### src/rtl/dcpu16_int_ctrl.sv
// DCPU-16 interrupt queue and delivery scheduler: SW/HW arbitration, FIFO, IA/IAQ/RFI rules.
// Optional overflow latch ("on fire") is enabled by defining DCPU16_INT_FIRE_EN.
module dcpu16_int_ctrl #(
    parameter int QUEUE_DEPTH = 256,
    parameter int NUM_SRC     = 4
) (
    input  logic                    clk,
    input  logic                    reset_n,
    input  logic                    sw_int_valid,
    input  logic [15:0]             sw_int_msg,
    input  logic [NUM_SRC-1:0]      hw_int_req,
    input  logic [16*NUM_SRC-1:0]   hw_int_msg,
    output logic [NUM_SRC-1:0]      hw_int_ack,
    input  logic [15:0]             ia,
    input  logic                    iaq_wr,
    input  logic                    iaq_val,
    input  logic                    rfi,
    input  logic                    cpu_boundary,
    output logic                    int_take,
    output logic [15:0]             int_msg,
    output logic                    queueing,
    output logic [8:0]              queue_count,
    output logic                    on_fire
);

    localparam int PTR_W = $clog2(QUEUE_DEPTH);

    logic [15:0]        mem_r [QUEUE_DEPTH];
    logic [PTR_W-1:0]   head_r;
    logic [PTR_W-1:0]   tail_r;
    logic [8:0]         count_r;
    logic [4:0]         rr_ptr_r;
    logic               queueing_r;
    logic               on_fire_s;

    logic [4:0]         cand_s;
    logic [NUM_SRC-1:0] shifted_s;
    logic               hw_found_s;
    logic [4:0]         hw_idx_s;
    logic [4:0]         rr_next_s;
    logic               hw_accept_s;
    logic               arrival_s;
    logic [15:0]        arrival_msg_s;
    logic               full_s;
    logic               ia_on_s;
    logic               pop_s;
    logic               take_s;
    logic               push_s;

    // Round-robin search: first requesting source at or after rr_ptr_r.
    always_comb begin
        hw_found_s = 1'b0;
        hw_idx_s   = 5'd0;
        cand_s     = 5'd0;
        shifted_s  = '0;
        for (int i = 0; i < NUM_SRC; i++) begin
            cand_s = rr_ptr_r + 5'(i);
            if (cand_s >= 5'(NUM_SRC)) begin
                cand_s = cand_s - 5'(NUM_SRC);
            end else begin
                cand_s = cand_s;
            end
            shifted_s = hw_int_req >> cand_s;
            if (!hw_found_s && shifted_s[0]) begin
                hw_found_s = 1'b1;
                hw_idx_s   = cand_s;
            end else begin
                hw_found_s = hw_found_s;
            end
        end
    end

    // Pointer advances to the source after the one just acked.
    always_comb begin
        if (hw_idx_s == 5'(NUM_SRC - 1)) begin
            rr_next_s = 5'd0;
        end else begin
            rr_next_s = hw_idx_s + 5'd1;
        end
    end

    // Software INT wins outright; hardware only when the CPU is not executing INT.
    always_comb begin
        hw_accept_s = reset_n && !sw_int_valid && hw_found_s;
        arrival_s   = reset_n && (sw_int_valid || hw_found_s);
        if (sw_int_valid) begin
            arrival_msg_s = sw_int_msg;
        end else begin
            arrival_msg_s = 16'(hw_int_msg >> {hw_idx_s, 4'b0000});
        end
    end

    assign hw_int_ack = hw_accept_s ? (NUM_SRC'(1'b1) << hw_idx_s) : '0;

    // Queue control: a pop frees the slot a same-cycle push needs when full.
    always_comb begin
        full_s  = (count_r == 9'(QUEUE_DEPTH));
        ia_on_s = (ia != 16'h0000);
        pop_s   = (count_r != 9'd0) && !queueing_r && cpu_boundary && !on_fire_s;
        take_s  = pop_s && ia_on_s;
        push_s  = arrival_s && ia_on_s && (!full_s || pop_s);
    end

    assign int_take    = take_s;
    assign int_msg     = take_s ? mem_r[head_r] : 16'h0000;
    assign queueing    = queueing_r;
    assign queue_count = count_r;

    // Message storage; contents need no reset because count_r gates every read.
    always_ff @(posedge clk) begin
        if (push_s) begin
            mem_r[tail_r] <= arrival_msg_s;
        end
    end

    // Pointers, occupancy, arbitration pointer and queueing flag.
    always_ff @(posedge clk or negedge reset_n) begin
        if (!reset_n) begin
            head_r     <= '0;
            tail_r     <= '0;
            count_r    <= 9'd0;
            rr_ptr_r   <= 5'd0;
            queueing_r <= 1'b0;
        end else begin
            if (push_s) begin
                tail_r <= tail_r + PTR_W'(1);
            end
            if (pop_s) begin
                head_r <= head_r + PTR_W'(1);
            end
            case ({push_s, pop_s})
                2'b10:   count_r <= count_r + 9'd1;
                2'b01:   count_r <= count_r - 9'd1;
                default: count_r <= count_r;
            endcase
            if (hw_accept_s) begin
                rr_ptr_r <= rr_next_s;
            end
            if (take_s) begin
                queueing_r <= 1'b1;
            end else if (iaq_wr) begin
                queueing_r <= iaq_val;
            end else if (rfi) begin
                queueing_r <= 1'b0;
            end else begin
                queueing_r <= queueing_r;
            end
        end
    end

`ifdef DCPU16_INT_FIRE_EN
    logic on_fire_r;

    // Overflow latches until reset and freezes delivery.
    always_ff @(posedge clk or negedge reset_n) begin
        if (!reset_n) begin
            on_fire_r <= 1'b0;
        end else if (arrival_s && ia_on_s && full_s && !pop_s) begin
            on_fire_r <= 1'b1;
        end else begin
            on_fire_r <= on_fire_r;
        end
    end

    assign on_fire_s = on_fire_r;
`else
    assign on_fire_s = 1'b0;
`endif

    assign on_fire = on_fire_s;

endmodule

### config.mk
export PLATFORM = sky130hd
export DESIGN_NAME = dcpu16_int_ctrl
export DESIGN_NICKNAME = d
export VERILOG_FILES = /design/src/rtl/dcpu16_int_ctrl.sv
export SDC_FILE = /design/constraint.sdc
export NUM_CORES = 2
export LEC_CHECK = 0
export CAP_MARGIN = 10
export CORE_MARGIN = 1.5
export CORE_UTILIZATION = 55
export CTS_BUF_LIST = sky130_fd_sc_hd__clkbuf_8 sky130_fd_sc_hd__clkbuf_16
export CTS_CLUSTER_SIZE = 12
export DETAILED_ROUTE_END_ITERATION = 16
export PLACE_DENSITY = 0.79
export REMOVE_ABC_BUFFERS = 1
export SLEW_MARGIN = 30
export SYNTH_ARGS = -nofsm -noshare
export SYNTH_HDL_FRONTEND = slang
export SYNTH_SLANG_ARGS = --single-unit
### constraint.sdc
create_clock -name clk -period 18.2 [get_ports clk]
set_clock_uncertainty 0.1 [all_clocks]
set_input_delay 3.64 -clock clk [delete_from_list [all_inputs] [get_ports clk]]
set_output_delay 3.64 -clock clk [all_outputs]
set_load 0.005 [all_outputs]
==> metrics.md <==
| Metric | Value |
|---|---|
| First-pass GRT wire length | `592 mm` |
| Clk sink count | `4127` |
| Mapped Cells | `6621` |
| Nets | `7307` |
| CP arrival | `7.44 ns` |
| Final Wtd Congestion | `0.859` |
| Slew HR | `31.6%` |
| Vias per cell | `6.95` |
| IO Count | `139` |
| Commonest cells after routing, fill and taps aside | `edfxtp_1 (4096), mux4_2 (1330), clkbuf_16 (404), buf_4 (337), nor2_1 (261)` |
| Area Growth Syn to Fin | `11.9%` |
| Root buffer cell | `clkbuf_16` |
| Hold buffers post-CTS | `0` |
| # port buffers | `137` |
| Clk Latency, worst-skew pair | `0.91 ns` |
| Worst-margin pin slew | `1.03 ns` |
| Die height | `542 µm` |
| TritonCTS buffer count | `398` |
| Clock tree buffer depth | `4` |
| CTS clk-pin slew, worst paths | `0.06 ns` |
| GRT Overall Usage | `28.5%` |
| Largest net degree at the start of global routing | `246` |
| Worst hold slack | `0.491 ns` |
| Critical-path cell list | `buf_4 > buf_4 > buf_12 > mux4_2 > mux4_2 > mux4_2 > a22oi_1 > a31oi_1 > clkdlybuf4s50_1` |
| Library cells used by synthesis | `69` |
| Detail Placement HPWL | `218 mm` |
| Core area | `289000 µm²` |
| Row cnt | `197` |
| Fin area | `179000 µm²` |
| Wire per inst | `37.3 µm` |
| Via count | `77900` |
| Post-synth EDFFs | `4096` |
| CP startpoint kind | `flop` |
| Crit Path Class | `reg -> out` |
| Share of layout cells above drive strength 1 | `30.6%` |
| Unrepaired setup endpoints after global routing | `false` |
| Initial antenna violation count | `25` |
| Number of DRC markers in iteration 0 | `12200` |
| Main synth FF type | `edfxtp_1` |
| Leak Pwr | `0.0555 µW` |
| Placement Setup Slack | `7.45 ns` |
| CTS tree | `done` |
| Finished Core Util | `62.0%` |
| Status | `completed` |
| Starting Density | `55.4%` |
| Fin crit period | `11.18 ns` |
| Max-Cap Viols | `0` |
| Final setup violation count | `0` |
| PostCTS Resize Cnt | `0` |
| Hold Vio Cnt, Final | `0` |
| H-tree Lvls | `5` |
| Fmax | `89.5 MHz` |
| Ys async rst share | `0.751%` |
| Final worst setup slack | `7.02 ns` |
| Post-CTS Setup Bufs | `0` |
| Non-filler cells, final | `11200` |
| Die width | `542 µm` |
| Slowest cell on crit path | `dfrtp_4` |
| Mapped Area | `160000 µm²` |
| Critical path required time | `14.46 ns` |
| Dpl cell area | `168000 µm²` |
| Vias in the first global route | `79600` |
| Worst path most repeated cell | `mux4_2` |
| Fin. max-slew vios | `0` |
| Most common cell after layout, fill and taps aside | `edfxtp_1` |
| DIE AREA | `294000 µm²` |
| Power Dens Cells | `166 nW/µm²` |
| Critical path's largest stage delay | `0.99 ns` |
| Seq/Total Area, Yosys | `77.4%` |
| Mean area per synthesized cell | `24.2 µm²` |
| ANT nets after route | `0` |
| Worst setup EP type | `output port` |
| Yosys warns | `0` |
| Tcrit/Tclk final | `61.4%` |
| Routed WL | `418 mm` |
| Grt ovf | `0` |
| Min-delay worst type | `reg -> reg` |
| Yosys reg bits | `4127` |
| Max FO, Critical Path | `89` |
| Max VDD drop | `0.179 mV` |
| Placed cells | `10600` |
| DRT Pass-1 Iters | `6` |
| # DRC | `0` |
## critical path, delay by kind of cell (launching register included)
| family | cells | cell delay, ns |
|---|---|---|
| muxes | 3 | 1.69 |
| buffers and inverters | 4 | 2.49 |
| AOI/OAI and AO/OA | 2 | 1.18 |
| DFF | 1 | 0.99 |
## registers in the layout, indices dropped and copies added (netlist names)
signal,cells
mem_r,4096
queue_count,9
head_r,8
tail_r,8
rr_ptr_r,5
queueing,1
## worst paths after layout
| path | from | endpoint | slack, ns | cells after the start |
|---|---|---|---|---|
| worst min register to register | queue_count[7] | queue_count[7] | 0.49 | 1 |
| min in group asynchronous | reset_n | tail_r[1] | 2.77 | 1 |
| worst max-delay path | head_r[0] | int_msg[1] | 7.02 | 9 |
| worst max register to register | rr_ptr_r[0] | mem_r[21][7] | 11.41 | 17 |
| worst min-delay path | queue_count[7] | queue_count[7] | 0.49 | 1 |
| max in group asynchronous | reset_n | head_r[1] | 14.57 | 1 |
## Yosys cell counts (all sizes together) (9+ instances only)
master,n,share of area (%)
a211oi,16,0.075
a21oi,43,0.13
a221oi,18,0.14
a22oi,23,0.11
a311o,17,0.11
a31oi,9,0.035
buf,194,0.64
clkbuf,175,0.41
dfrtp,31,0.48
edfxtp,4096,77
ha,28,0.22
inv,46,0.11
mux2,10,0.070
mux2i,37,0.23
mux4,1330,19
nand2,110,0.26
nand3,10,0.031
nor2,289,0.68
nor2b,13,0.051
nor3,11,0.034
o21ai,9,0.028
xnor2,21,0.11
## per-layer routing
layer,vias to the layer above,GRT usage [%],wire length (µm)
li1,29400,-,-
met1,40700,36.7,135000
met2,6502,46.6,207000
met3,1202,6.62,53200
met4,16,13.3,22200
met5,-,0,103
## final cells by class
type,instances,area (µm²)
Antenna cell,17,42.5
Sequential cell,4127,124000
Inverter,47,188
Fill cell,17700,110000
Clock inverter,128,686
Multi-Input combinational cell,2078,34700
Tap cell,3880,4850
Timing Repair Buffer,519,4680
Clock buffer,406,10100
## logic make-up after synthesis
logic type               after synthesis  share of synthesized area, %
flip-flops                          4127                          77.4
XOR/XNOR                              29                         0.167
AND/OR/NAND/NOR                      476                          1.23
multiplexers                        1377                          19.0
AO/OA/AOI/OAI                        166                         0.811
adder cells (fa/ha/maj)               29                         0.232
other                                  1                       0.00234
buffers and inverters                416                          1.16
## where the power goes
group | internal [µW] | switching, µW | total (µW)
logic | 3720 | 6060 | 9780
registers | 12400 | 180 | 12500
clock network | 3970 | 3350 | 7320
## stage by stage
step                setup TNS (ns)  total power (µW)
finish                           0             29600
global route                     0             30300
CTS                              0             29500
detailed placement               0             22200
global placement                 0             21800
floorplan                  -598.59             23400
No activity file was read; power rests on OpenSTA's default activity.
